**src/rtl/scratchpad_streamer_if.sv**
```systemverilog
// Stream bundle carried out of scratchpad_streamer: one BUS_WIDTH word per handshake.
//   data  : stream word
//   valid : data/last are valid
//   ready : consumer accepts the word when valid & ready
//   last  : current word is the final element of the matrix
// master drives data/valid/last, slave drives ready.
interface scratchpad_streamer_if #(
   parameter int unsigned BUS_WIDTH = 16
);
   logic [BUS_WIDTH-1:0] data;
   logic                 valid;
   logic                 ready;
   logic                 last;

   modport master (output data, output valid, output last, input ready);
   modport slave  (input data, input valid, input last, output ready);
endinterface

```
**src/rtl/scratchpad_streamer.sv**
```systemverilog
// Walks one stored matrix of the scratchpad element by element, row-major, and emits the
// elements as a valid/ready stream.
//   clk_i, rst_i        : clock, synchronous active-high reset
//   start_i, target_i   : request to stream matrix target_i (sampled only while idle)
//   n_rows_i, n_cols_i  : dimensions to stream, legal 1..MAX_DIM
//   sp_address_o        : scratchpad read target
//   sp_sub_address_o    : scratchpad element index {row,col}
//   sp_data_i           : scratchpad read data, combinational from the address
//   stream_io           : data/valid/ready/last stream (master side)
//   busy_o              : high in every state except idle
//   done_o              : one-cycle pulse after the final word is accepted
//   err_o               : one-cycle pulse on a rejected start
module scratchpad_streamer #(
   parameter int unsigned BUS_WIDTH   = 16,
   parameter int unsigned DATA_WIDTH  = 8,
   parameter int unsigned SP_NTARGETS = 2,
   localparam int unsigned MAX_DIM    = BUS_WIDTH / DATA_WIDTH,
   localparam int unsigned PTR_W      = $clog2(MAX_DIM),
   localparam int unsigned DIM_W      = PTR_W + 1
) (
   input  logic                   clk_i,
   input  logic                   rst_i,
   input  logic                   start_i,
   input  logic [1:0]             target_i,
   input  logic [DIM_W-1:0]       n_rows_i,
   input  logic [DIM_W-1:0]       n_cols_i,
   output logic [1:0]             sp_address_o,
   output logic [2*PTR_W-1:0]     sp_sub_address_o,
   input  logic [BUS_WIDTH-1:0]   sp_data_i,
   scratchpad_streamer_if.master  stream_io,
   output logic                   busy_o,
   output logic                   done_o,
   output logic                   err_o
);

   localparam logic [1:0] StIdle  = 2'd0;
   localparam logic [1:0] StFetch = 2'd1;
   localparam logic [1:0] StSend  = 2'd2;
   localparam logic [1:0] StDone  = 2'd3;

   localparam logic [DIM_W-1:0] MaxDim   = DIM_W'(MAX_DIM);
   localparam logic [2:0]       NTargets = 3'(SP_NTARGETS);

   logic [1:0]           state_q, state_d;
   logic [1:0]           target_q, target_d;
   logic [DIM_W-1:0]     n_rows_q, n_rows_d;
   logic [DIM_W-1:0]     n_cols_q, n_cols_d;
   logic [PTR_W-1:0]     row_q, row_d;
   logic [PTR_W-1:0]     col_q, col_d;
   logic [BUS_WIDTH-1:0] data_q, data_d;
   logic                 valid_q, valid_d;
   logic                 last_q, last_d;
   logic                 done_q, done_d;
   logic                 err_q, err_d;

   logic start_legal;
   logic at_last_row;
   logic at_last_col;
   logic load;

   assign start_legal = ({1'b0, target_i} < NTargets) &&
                        (n_rows_i != '0) && (n_rows_i <= MaxDim) &&
                        (n_cols_i != '0) && (n_cols_i <= MaxDim);

   assign at_last_row = ({1'b0, row_q} == n_rows_q - DIM_W'(1));
   assign at_last_col = ({1'b0, col_q} == n_cols_q - DIM_W'(1));

   always_comb begin
      state_d  = state_q;
      target_d = target_q;
      n_rows_d = n_rows_q;
      n_cols_d = n_cols_q;
      row_d    = row_q;
      col_d    = col_q;
      data_d   = data_q;
      valid_d  = valid_q;
      last_d   = last_q;
      done_d   = 1'b0;
      err_d    = 1'b0;
      load     = 1'b0;

      case (state_q)
         StIdle: begin
            if (start_i) begin
               if (start_legal) begin
                  target_d = target_i;
                  n_rows_d = n_rows_i;
                  n_cols_d = n_cols_i;
                  row_d    = '0;
                  col_d    = '0;
                  state_d  = StFetch;
               end else begin
                  err_d = 1'b1;
               end
            end
         end
         StFetch: begin
            load    = 1'b1;
            state_d = StSend;
         end
         StSend: begin
            if (valid_q && stream_io.ready) begin
               if (last_q) begin
                  valid_d = 1'b0;
                  last_d  = 1'b0;
                  done_d  = 1'b1;
                  state_d = StDone;
               end else begin
                  // Refill on the accepting edge keeps one word per cycle.
                  load = 1'b1;
               end
            end
         end
         StDone: begin
            state_d = StIdle;
         end
         default: begin
            state_d = StIdle;
         end
      endcase

      // Pointers always address the next element, so sp_data_i is already the word to load.
      if (load) begin
         data_d  = sp_data_i;
         valid_d = 1'b1;
         last_d  = at_last_row && at_last_col;
         if (at_last_col) begin
            col_d = '0;
            row_d = row_q + PTR_W'(1);
         end else begin
            col_d = col_q + PTR_W'(1);
         end
      end
   end

   always_ff @(posedge clk_i) begin
      if (rst_i) begin
         state_q  <= StIdle;
         target_q <= '0;
         n_rows_q <= '0;
         n_cols_q <= '0;
         row_q    <= '0;
         col_q    <= '0;
         data_q   <= '0;
         valid_q  <= 1'b0;
         last_q   <= 1'b0;
         done_q   <= 1'b0;
         err_q    <= 1'b0;
      end else begin
         state_q  <= state_d;
         target_q <= target_d;
         n_rows_q <= n_rows_d;
         n_cols_q <= n_cols_d;
         row_q    <= row_d;
         col_q    <= col_d;
         data_q   <= data_d;
         valid_q  <= valid_d;
         last_q   <= last_d;
         done_q   <= done_d;
         err_q    <= err_d;
      end
   end

   assign sp_address_o     = target_q;
   assign sp_sub_address_o = {row_q, col_q};
   assign stream_io.data   = data_q;
   assign stream_io.valid  = valid_q;
   assign stream_io.last   = last_q;
   assign busy_o           = (state_q != StIdle);
   assign done_o           = done_q;
   assign err_o            = err_q;

endmodule
```
**src/flat_wrapper.sv**
```systemverilog
// flat-port wrapper written by rule: the top's interface ports become plain ports
module scratchpad_streamer_flat 
#(
   parameter int unsigned BUS_WIDTH   = 16,
   parameter int unsigned DATA_WIDTH  = 8,
   parameter int unsigned SP_NTARGETS = 2,
   localparam int unsigned MAX_DIM    = BUS_WIDTH / DATA_WIDTH,
   localparam int unsigned PTR_W      = $clog2(MAX_DIM),
   localparam int unsigned DIM_W      = PTR_W + 1
)
  (clk_i, rst_i, start_i, target_i, n_rows_i, n_cols_i, sp_address_o, sp_sub_address_o, sp_data_i, busy_o, done_o, err_o, stream_io_data, stream_io_valid, stream_io_last, stream_io_ready);
  scratchpad_streamer_if #(.BUS_WIDTH(BUS_WIDTH)) stream_io_i ();
  input  logic clk_i;
  input  logic rst_i;
  input  logic start_i;
  input  logic [1:0] target_i;
  input  logic [DIM_W-1:0] n_rows_i;
  input  logic [DIM_W-1:0] n_cols_i;
  output logic [1:0] sp_address_o;
  output logic [2*PTR_W-1:0] sp_sub_address_o;
  input  logic [BUS_WIDTH-1:0] sp_data_i;
  output logic busy_o;
  output logic done_o;
  output logic err_o;
  output wire logic [$bits(stream_io_i.data)-1:0] stream_io_data;
  output wire logic [$bits(stream_io_i.valid)-1:0] stream_io_valid;
  output wire logic [$bits(stream_io_i.last)-1:0] stream_io_last;
  input wire logic [$bits(stream_io_i.ready)-1:0] stream_io_ready;
  assign stream_io_data = stream_io_i.data;
  assign stream_io_valid = stream_io_i.valid;
  assign stream_io_last = stream_io_i.last;
  assign stream_io_i.ready = stream_io_ready;
  scratchpad_streamer #(.BUS_WIDTH(BUS_WIDTH), .DATA_WIDTH(DATA_WIDTH), .SP_NTARGETS(SP_NTARGETS)) u_core (.clk_i(clk_i), .rst_i(rst_i), .start_i(start_i), .target_i(target_i), .n_rows_i(n_rows_i), .n_cols_i(n_cols_i), .sp_address_o(sp_address_o), .sp_sub_address_o(sp_sub_address_o), .sp_data_i(sp_data_i), .stream_io(stream_io_i), .busy_o(busy_o), .done_o(done_o), .err_o(err_o));
endmodule
```
**config.mk**
```make
export PLATFORM = sky130hd
export DESIGN_NAME = scratchpad_streamer_flat
export DESIGN_NICKNAME = d
export VERILOG_FILES = /design/src/rtl/scratchpad_streamer_if.sv /design/src/rtl/scratchpad_streamer.sv /design/src/flat_wrapper.sv
export SDC_FILE = /design/constraint.sdc
export NUM_CORES = 1
export LEC_CHECK = 0
export ABC_AREA = 0
export CORE_ASPECT_RATIO = 1.25
export CORE_MARGIN = 2
export CORE_UTILIZATION = 50
export CTS_BUF_LIST = sky130_fd_sc_hd__clkbuf_2
export CTS_CLUSTER_SIZE = 10
export DETAILED_ROUTE_END_ITERATION = 7
export DONT_BUFFER_PORTS = 1
export PLACE_DENSITY_LB_ADDON = 0.12
export SETUP_SLACK_MARGIN = 0.15
export SYNTH_ARGS = -nofsm -noshare
export SYNTH_HDL_FRONTEND = slang
export SYNTH_SLANG_ARGS = --single-unit
```
**constraint.sdc**
```tcl
create_clock -name clk_i -period 5.2 [get_ports clk_i]
set_clock_uncertainty 0.05 [all_clocks]
set_input_delay 1.56 -clock clk_i [delete_from_list [all_inputs] [get_ports clk_i]]
set_output_delay 1.56 -clock clk_i [all_outputs]
set_load 0.01 [all_outputs]
```
# Word-level counts from Yosys, hierarchy flattened
# Cells that the tools add are included.
[totals]
reg_bits = 30
out_inout_bits = 25
[op_classes]
addsub = 4
magnitude_cmp = 3
eq_ne = 9
mux = 27
bitwise = 4
n_reduce_logical = 23
[ops]
columns = ["operator", "count"]
rows = [
  ["$mux W1", 21],
  ["$reduce_bool A2 Y1", 9],
  ["$reduce_and A3 Y1", 3],
  ["$mux W2", 4],
  ["$pmux W2 S4", 1],
  ["$logic_and A1 B1 Y1", 6],
  ["$ne A2 B1 Y1 const B", 3],
  ["$reduce_or A3 Y1", 2],
  ["$eq A1 B2 Y1", 2],
  ["$eq A2 B2 Y1 const B", 2],
  ["$le A2 B2 Y1 const B", 2],
  ["$not A1 Y1", 4],
  ["$reduce_and A4 Y1", 1],
  ["$sub A2 B1 Y2 const B", 2],
  ["$add A1 B1 Y1 const B", 2],
  ["$eq A2 B1 Y1 const B", 1],
  ["$logic_not A2 Y1", 1],
  ["$lt A2 B2 Y1 const B", 1],
  ["$ne A2 B2 Y1 const B", 1],
  ["$pmux W1 S2", 1],
  ["$reduce_and A2 Y1", 1],
]

# Logic depth before layout (Yosys ltp)
# Gate-level depths: netlist of the first run.
[depth]
word_depth = 10
depth_mapped = 7

# Worst setup path before layout of the first run
# No wires, ideal clock.
[synth_path]
path_kind = "in2reg"
from = "input port n_rows_i[0]"
to = "register u_core.n_cols_q[1]"
setup_time_ps = 128
arrival_time_ps = 2520
slack_ps = 2503
path_stages = 4
path_buffers = 0
path_cell_list = "xnor2_1 nor4_4 mux2i_1 nor2_1"
[synth_via]
elab_chain_cells = 6
elab_cells_between_ends = 7
classes_between = "1 x order compare; 6 x reduce/logical"
[synth_lines]
columns = ["element", "line_no", "rtl"]
rows = [
  ["start: declaration", "flat_wrapper.sv:17", "input logic [DIM_W-1:0] n_rows_i;"],
  ["branches (longest 2 deep; another with $le A2 B2 Y1)", "-", ""],
  ["$logic_and A1 B1 Y1 * (2 in series)", "scratchpad_streamer.sv:62", "(n_rows_i != '0) && (n_rows_i <= MaxDim) &&"],
  ["$logic_and A1 B1 Y1 *", "scratchpad_streamer.sv:63", "(n_cols_i != '0) && (n_cols_i <= MaxDim);"],
  ["$reduce_and A3 Y1 (no line) *", "-", ""],
  ["end signal: assignment", "scratchpad_streamer.sv:153", "n_cols_q <= n_cols_d;"],
  ["end: declaration", "scratchpad_streamer.sv:47", "logic [DIM_W-1:0] n_cols_q, n_cols_d;"],
]
# Mark *: on every way between the ends.
# A chain may end at the register's enable or synchronous reset.

# Final worst setup path of the first run
[layout_path]
from = "register u_core.state_q[0]"
to = "output port busy_o"
[layout_via]
elab_chain_cells = 1
[layout_lines]
columns = ["element", "line_no", "rtl"]
rows = [
  ["start: declaration", "scratchpad_streamer.sv:44", "logic [1:0] state_q, state_d;"],
  ["start signal: assignment", "scratchpad_streamer.sv:138", "state_q <= StIdle;"],
  ["start signal: assignment", "scratchpad_streamer.sv:150", "state_q <= state_d;"],
  ["$reduce_bool A2 Y1", "scratchpad_streamer.sv:169", "assign busy_o = (state_q != StIdle);"],
  ["end: declaration", "flat_wrapper.sv:22", "output logic busy_o;"],
]
# Every way passes these cells.

==> impl_metrics.env, run 1 <==
export IMPL_dieHeight_um=59.5
export IMPL_ctsResizeCount=0
export IMPL_grt_max_degree=32
export IMPL_syn_area_um2=1230
export IMPL_min_period_ns=2.77
export IMPL_first_pass_iters=4
export IMPL_cts_sinks=30
export IMPL_ant_nets=0
export IMPL_globalplace_congestion=0.684
export IMPL_required_ns=3.59
export IMPL_syn_inst=145
export IMPL_r2r_end="u_core.row_q"
export IMPL_regToRegSetupSlack_ns=3.27
export IMPL_critPathCaptureType="output port"
export IMPL_p_int_w=0.000335
export IMPL_rr_worst_depth=6
export IMPL_clock_fmax_mhz=361
export IMPL_crit_fanout=3
export IMPL_ys_ff_latch=30
export IMPL_yosys_warnings=0
export IMPL_clockBufferDepth=2
export IMPL_synth_top_cells_by_area="dfxtp_1, nand2_1, a21oi_1"
export IMPL_globalRouteTotalUtil_pct=17.4
export IMPL_final_cell_mix="nand2_1, dfxtp_1, a21oi_1"
export IMPL_pre_cts_slack_ns=2.36
export IMPL_drc_errors=0
export IMPL_antenna_found_initial=0
export IMPL_seqPwrFrac_pct=55.4
export IMPL_grt_pass1_wl_um=3660
export IMPL_root_buffer="clkbuf_2"
export IMPL_initial_core_util_pct=51.8
export IMPL_status="completed"
export IMPL_swShare_pct=35.7
export IMPL_syn_area_per_cell_um2=8.50
export IMPL_ir_drop_uv=277
export IMPL_leakagePower_nw=0.421
export IMPL_coreArea_um2=2380
export IMPL_grt_pass1_vias=845
export IMPL_wire_per_inst_um=12.7
export IMPL_synthDistinctLibCells=29
export IMPL_via_count=931
export IMPL_synth_fp_nets=175
export IMPL_drv_cap=0
export IMPL_post_dp_hpwl_um=1590
export IMPL_pin_count=51
export IMPL_crit_reg2reg_launch="u_core.state_q[0]"
export IMPL_p_sw_w=0.000187
export IMPL_cp_arrival_ns=1.16
export IMPL_n_antenna_cell=0
export IMPL_ys_seq_area_share_pct=48.7
export IMPL_die_w_um=48.4
export IMPL_synth_top_area_share_pct=48.7
export IMPL_cts_buffers=5
export IMPL_path_clk_slew_ns=0.13
export IMPL_power_density_nw_per_um2=413
export IMPL_worstMarginPinSlew_ns=0.713
export IMPL_cts_hold_buffers=0
export IMPL_period_share_pct=53.3
export IMPL_layout_commonest_cell="nand2_1"
export IMPL_worst_setup_path_type="flop to output port"
export IMPL_drive_above_1_share_pct=5.59
export IMPL_worst_hold_path_type="flop to flop"
export IMPL_synth_top_cell_by_area="dfxtp_1"
export IMPL_setup_viol=0
export IMPL_crit_end="busy_o"
export IMPL_wl_um=2240
export IMPL_setup_ws_ns=2.43
export IMPL_clkPwrFrac_pct=18.8
export IMPL_rows=20
export IMPL_insertion_delay_ns=0.35
export IMPL_maxSlewHeadroom_pct=52.4
export IMPL_overflow=0
export IMPL_vias_per_cell=5.29
export IMPL_critPathLaunchType="flop"
export IMPL_area_growth_pct=2.54
export IMPL_cts_tree="done"
export IMPL_setup_tns_final_ns=0
export IMPL_crit_start="u_core.state_q[0]"
export IMPL_post_cts_buffers=0
export IMPL_drv_slew=0
export IMPL_finalHoldViolCount=0
export IMPL_h_tree_depth=2
export IMPL_comb_power_share_pct=25.7
export IMPL_drt_first_iter_violations=19
export IMPL_nets=174
export IMPL_rsz0062_at_grt="no"
export IMPL_die_area_um2=2880
export IMPL_io_buffers=0
## per-stage QoR
stage	cell area, um^2	hold WS [ns]	util [%]	total power [W]	cells
after CTS	1260	0.456	53.2	0.000531	176
final	1260	0.451	53.2	0.000522	176
after global placement	1230	0.431	51.9	0.000427	170
after floorplan	1230	0.424	-	0.000412	145
after detailed placement	1230	0.438	51.9	0.000431	170
after global routing	1260	0.477	53.2	0.000564	176
## synth_stat cells (all sizes together)
master / number
mux2i: 3
o41ai: 2
o21a: 1
o21ai: 2
xnor2: 2
nor4: 1
nor3: 2
a21o: 1
nand4: 1
nand3: 7
buf: 3
nand2: 36
nand3b: 1
and4b: 1
a211o: 1
dfxtp: 30
nor2: 8
a311oi: 1
a21oi: 21
o22ai: 1
inv: 6
a211oi: 2
clkbuf: 5
ha: 4
nand2b: 2
nor3b: 1
## power groups by stage
stage	Combinational [W]	Sequential [W]	Clock (W)
floorplan	0.000124	0.000288	0
global placement	0.000132	0.000295	0
detailed placement	0.000136	0.000295	0
CTS	0.000137	0.000290	0.000104
global route	0.000158	0.000294	0.000113
finish	0.000134	0.000289	0.0000982
## metal layers
metal  vias up  global-route usage, %  routed length [um]
li1        484                      -                   -
met1       410                   17.9                 874
met2        33                   27.6                1110
met3         4                   10.6                 212
met4         0                   9.80                  42
met5         -                      0                   0
## worst max-delay path: stages (launching register included)
cell and delay [ns]:
dfxtp_1 0.38, inv_1 0.09, ha_1 0.24, inv_1 0.11
## registers in the layout (all words and copies together), names as in the netlist
register and count:
u_core.stream_io.data 16, u_core.n_cols_q 2, u_core.n_rows_q 2, u_core.sp_address_o 2, u_core.state_q 2, u_core.col_q 1
u_core.done_o 1, u_core.err_o 1, u_core.row_q 1, u_core.stream_io.last 1, u_core.stream_io.valid 1
## kinds of logic (layout without fill, tap and decap cells)
kind of cell / Yosys count / in the layout / share of synthesized area, %
and+or+nand+nor: 60 / 60 / 22.3
AOI/OAI and AO/OA: 32 / 32 / 16.0
DFF: 30 / 30 / 48.7
buffers and inverters: 14 / 12 / 4.97
adders and majority gates: 4 / 4 / 4.06
muxes: 3 / 3 / 2.44
xor gates and xnor gates: 2 / 2 / 1.42
## cell type report
| type | instances | area, um^2 |
|---|---|---|
| Clock buffer | 5 | 25.0 |
| Clock inverter | 1 | 3.75 |
| Fill cell | 248 | 1110 |
| Inverter | 6 | 22.5 |
| Multi-Input combinational cell | 101 | 571 |
| Sequential cell | 30 | 601 |
| Tap cell | 33 | 41.3 |
## worst min path at each step
stage	from	cells after the start	slack, ns	endpoint
CTS	u_core.stream_io.data[13]	2	0.46	u_core.stream_io.data[13]
global placement	u_core.stream_io.data[13]	2	0.43	u_core.stream_io.data[13]
detailed placement	u_core.stream_io.data[13]	2	0.44	u_core.stream_io.data[13]
finish	u_core.stream_io.data[8]	2	0.45	u_core.stream_io.data[8]
floorplan	u_core.n_cols_q[1]	2	0.42	u_core.n_cols_q[1]
global route	u_core.stream_io.data[8]	2	0.48	u_core.stream_io.data[8]
(Power assumes the default switching activity.)
==> run 2: changes to the inputs <==
clock period = 2.8 ns   (was 5.2 ns; I/O delays follow)
==> run 2 against run 1 <==
Against the previous run: worst hold slack better by 0.0010 ns; sequential power rose by 86%; worst setup slack worse by 1.7 ns; sequential cell count stayed put; combinational power increased by 92%.
==> impl_metrics.env, run 2 (synthesis results as in run 1) <==
export IMPL_drc_errors=0
export IMPL_antenna_found_initial=0
export IMPL_via_count=958
export IMPL_drt_first_iter_violations=31
export IMPL_clock_fmax_mhz=492
export IMPL_grt_pass1_vias=906
export IMPL_globalRouteTotalUtil_pct=17.5
export IMPL_required_ns=1.91
export IMPL_globalplace_congestion=0.679
export IMPL_maxSlewHeadroom_pct=54.9
export IMPL_ant_nets=0
export IMPL_worst_hold_path_type="flop to flop"
export IMPL_finalHoldViolCount=0
export IMPL_cts_tree="done"
export IMPL_worst_setup_path_type="flop to output port"
export IMPL_fin_cells=177
export IMPL_slowest_delay_ns=0.37
export IMPL_final_cell_mix="nand2_1, dfxtp_1, a21oi_1"
export IMPL_ctsResizeCount=0
export IMPL_insertion_delay_ns=0.34
export IMPL_clockBufferDepth=2
export IMPL_overflow=0
export IMPL_layout_commonest_cell="nand2_1"
export IMPL_grt_max_degree=32
export IMPL_cp_cell_sequence="inv_1 > ha_1 > inv_1"
export IMPL_cts_hold_buffers=0
export IMPL_worstMarginPinSlew_ns=0.677
export IMPL_wire_per_inst_um=13.2
export IMPL_h_tree_depth=2
export IMPL_n_antenna_cell=0
export IMPL_ir_drop_uv=468
export IMPL_drv_slew=0
export IMPL_die_area_um2=2880
export IMPL_coreArea_um2=2380
export IMPL_largest_register_ffs=16
export IMPL_min_period_ns=2.03
export IMPL_grt_pass1_wl_um=3760
export IMPL_pin_count=51
export IMPL_dp_cells=171
export IMPL_hold_ws_ns=0.452
export IMPL_die_w_um=48.4
export IMPL_post_dp_hpwl_um=1670
export IMPL_post_cts_buffers=0
export IMPL_cp_slowest_cell="dfxtp_1"
export IMPL_n_fill_cell=241
export IMPL_drive_above_1_share_pct=6.25
export IMPL_dieHeight_um=59.5
export IMPL_worstPathBufferInverterCount=2
export IMPL_cts_buffers=5
export IMPL_cts_sinks=30
export IMPL_crit_top_cell="inv_1"
export IMPL_power_density_nw_per_um2=764
export IMPL_wl_um=2330
export IMPL_status="completed"
export IMPL_setup_tns_final_ns=0
export IMPL_leakagePower_nw=0.425
export IMPL_vias_per_cell=5.41
export IMPL_setup_viol=0
export IMPL_period_share_pct=72.6
export IMPL_io_buffers=0
export IMPL_root_buffer="clkbuf_2"
export IMPL_nets=175
export IMPL_drv_cap=0
export IMPL_crit_family="flip-flops"
export IMPL_rsz0062_at_grt="no"
export IMPL_rows=20
export IMPL_area_growth_pct=3.15
export IMPL_critPathCaptureType="output port"
export IMPL_cp_arrival_ns=1.14
export IMPL_initial_core_util_pct=51.8
export IMPL_path_clk_slew_ns=0.13
export IMPL_critPathLaunchType="flop"
export IMPL_crit_fanout=3
export IMPL_first_pass_iters=4
==> run 2: path summary, 6_finish.rpt <==
path / start / to / slack (ns) / cells after the start
max: u_core.state_q[0] / busy_o / 0.77 / 3
min reg2reg: u_core.stream_io.data[8] / u_core.stream_io.data[8] / 0.45 / 2
min: u_core.stream_io.data[8] / u_core.stream_io.data[8] / 0.45 / 2
max reg2reg: u_core.state_q[0] / u_core.row_q / 0.86 / 6
==> run 2: final cells by class <==
type	instances	area, um^2	area share, %
Sequential cell	30	601	47.2
Clock buffer	5	25.0	1.97
Inverter	6	22.5	1.77
Timing Repair Buffer	1	7.51	0.591
Multi-Input combinational cell	101	571	44.9
Tap cell	33	41.3	3.25
Clock inverter	1	3.75	0.295
==> run 2: stage by stage <==
stage	power [W]	cell area (um^2)	utilization, %	worst slack (ns)
after CTS	0.000988	1270	53.5	0.726
after global routing	0.00104	1270	53.5	0.653
after floorplan	0.000765	1230	-	0.823
final	0.000971	1270	53.5	0.766
after global placement	0.000797	1240	52.3	0.726
after detailed placement	0.000807	1240	52.3	0.658
==> run 2: report_power, final <==
| group | switching [W] | internal [W] |
|---|---|---|
| Sequential | 0.0000566 | 0.000481 |
| Clock | 0.000127 | 0.0000496 |
| Combinational | 0.000160 | 0.0000965 |
==> run 2: per-layer routing <==
metal / GRT usage, % / up-vias / share of wire [%]
met5: 0 / - / 0
met4: 8.57 / 0 / 0.77
met3: 8.84 / 2 / 7.9
met2: 30.4 / 31 / 52
met1: 17.6 / 438 / 39
li1: - / 487 / -
==> run 2: tightest hold or removal path: cells and delay by family (launching register included) <==
kind               cells  cell delay [ns]
AOI/OAI and AO/OA      1             0.05
DFF                    1             0.36
and+or+nand+nor        1             0.06
==> run 3: changes to the inputs <==
clock period = 2 ns   (was 2.8 ns; I/O delays follow)
==> run 3 against run 2 <==
Against the previous run: sequential power grew 41%; worst setup slack worse by 0.53 ns; power is 48% higher; clock power up 60%; sequential share of layout area shrank 1.2 points; first-iteration DRC count shrank 55%; die area is the same; wire length up 5.2%; worst hold slack worse by 0.22 ns; critical path type unchanged; final area increased by 3.1%; combinational power is 54% higher.
==> impl_metrics.env, run 3 (synthesis results as in run 1) <==
export IMPL_path_clk_slew_ns=0.15
export IMPL_p_sw_w=0.000514
export IMPL_ir_drop_uv=530
export IMPL_pin_count=51
export IMPL_cts_sinks=30
export IMPL_clkPwrFrac_pct=19.7
export IMPL_critPathLaunchType="flop"
export IMPL_die_area_um2=2880
export IMPL_seqPwrFrac_pct=52.8
export IMPL_nets=178
export IMPL_period_share_pct=88.0
export IMPL_cts_buffers=5
export IMPL_clock_fmax_mhz=568
export IMPL_design_power_total_w=0.00144
export IMPL_insertion_delay_ns=0.35
export IMPL_antenna_found_initial=0
export IMPL_largest_register_ffs=16
export IMPL_root_buffer="clkbuf_2"
export IMPL_post_cts_buffers=0
export IMPL_wire_per_inst_um=13.5
export IMPL_min_period_ns=1.76
export IMPL_io_buffers=0
export IMPL_setup_tns_final_ns=0
export IMPL_power_density_nw_per_um2=1100
export IMPL_comb_power_share_pct=27.5
export IMPL_n_antenna_cell=0
export IMPL_post_dp_hpwl_um=1770
export IMPL_drv_cap=0
export IMPL_worst_setup_path_type="flop to output port"
export IMPL_setup_ws_ns=0.240
export IMPL_crit_fanout=4
export IMPL_ant_nets=0
export IMPL_maxSlewHeadroom_pct=69.6
export IMPL_vias_per_cell=5.41
export IMPL_drc_errors=0
export IMPL_overflow=0
export IMPL_setup_viol=0
export IMPL_cts_hold_buffers=0
export IMPL_dpl_cell_area_um2=1260
export IMPL_clockBufferDepth=2
export IMPL_grt_pass1_vias=919
export IMPL_globalRouteTotalUtil_pct=18.2
export IMPL_critPathCaptureType="output port"
export IMPL_die_w_um=48.4
export IMPL_wl_um=2450
export IMPL_leakagePower_nw=0.450
export IMPL_p_int_w=0.000922
export IMPL_drive_above_1_share_pct=12.1
export IMPL_first_pass_iters=4
export IMPL_rsz0062_at_grt="no"
export IMPL_status="completed"
export IMPL_required_ns=1.35
export IMPL_worstMarginPinSlew_ns=0.451
export IMPL_dieHeight_um=59.5
export IMPL_layout_commonest_cell="nand2_1"
export IMPL_pre_cts_slack_ns=0.195
export IMPL_drt_first_iter_violations=14
export IMPL_rows=20
export IMPL_grt_max_degree=32
export IMPL_final_cell_mix="nand2_1, dfxtp_1, a21oi_1"
export IMPL_cts_tree="done"
export IMPL_coreArea_um2=2380
export IMPL_post_route_cell_area_um2=1310
export IMPL_area_growth_pct=6.29
export IMPL_dp_cells=174
export IMPL_cp_arrival_ns=1.11
export IMPL_drv_slew=0
export IMPL_initial_core_util_pct=51.8
export IMPL_worst_hold_path_type="input pin to flop"
export IMPL_fin_cells=182
export IMPL_via_count=985
export IMPL_grt_pass1_wl_um=3860
export IMPL_globalplace_congestion=0.710
export IMPL_h_tree_depth=2
export IMPL_n_fill_cell=231
export IMPL_finalHoldViolCount=0
export IMPL_swShare_pct=35.8
## run 3: changes by cell type in the layout (fill, tap and decap cells not counted), sizes merged
cell / delta
clkinv: +1
clkbuf: +1
buf: +3
## run 3: repair_timing
| item | CTS | global route |
|---|---|---|
| gates resized for setup | 1 | 3 |
| endpoints found under the setup margin | 1 | 13 |
| pin swaps | 0 | 0 |
| gates cloned | 0 | 0 |
## run 3: area by class of cell
cell class	instances	area (um^2)	share of cell area [%]
multi-input cells	101	574	43.8
repair buffers	4	30.0	2.29
clock buffers	6	30.0	2.29
clock inverters	2	8.76	0.669
flip-flops and latches	30	603	46.0
inverters	6	22.5	1.72
well taps	33	41.3	3.15
## run 3: power groups by stage
stage          sequential, W  clock [W]  combinational, W
6_report            0.000758   0.000283          0.000395
5_1_grt             0.000767   0.000323          0.000450
4_1_cts             0.000758   0.000296          0.000390
3_5_place_dp        0.000770          0          0.000389
3_3_place_gp        0.000766          0          0.000366
2_1_floorplan       0.000750          0          0.000321
## run 3: path summary, 6_finish.rpt
path                                           startpoint                        end  slack [ns]  cells after the start
worst min register to register  u_core.stream_io.data[13]  u_core.stream_io.data[13]        0.46                      2
worst min-delay path                                rst_i          u_core.state_q[1]        0.23                      1
worst max-delay path                    u_core.state_q[1]                     busy_o        0.24                      3
worst max register to register          u_core.state_q[0]  u_core.stream_io.data[14]        0.35                      7
## run 3: per-layer routing
metal / part of all wire [%] / global-route usage (%) / up-vias
met5: 0 / 0 / -
met4: 0.77 / 9.80 / 0
met3: 8.2 / 10.6 / 2
met2: 52 / 31.2 / 35
met1: 39 / 17.5 / 454
li1: - / - / 494
## run 3: worst max-delay path, stage by stage (launching register included)
cell,delay (ns)
dfxtp_2,0.35
inv_1,0.11
ha_2,0.22
inv_1,0.08
## run 3: per-stage QoR
step,utilization (%),hold WS (ns)
after global routing,55.1,0.182
after detailed placement,53.2,0.439
after global placement,53.2,0.432
after CTS,54.9,0.207
after floorplan,-,0.424
final,55.1,0.233
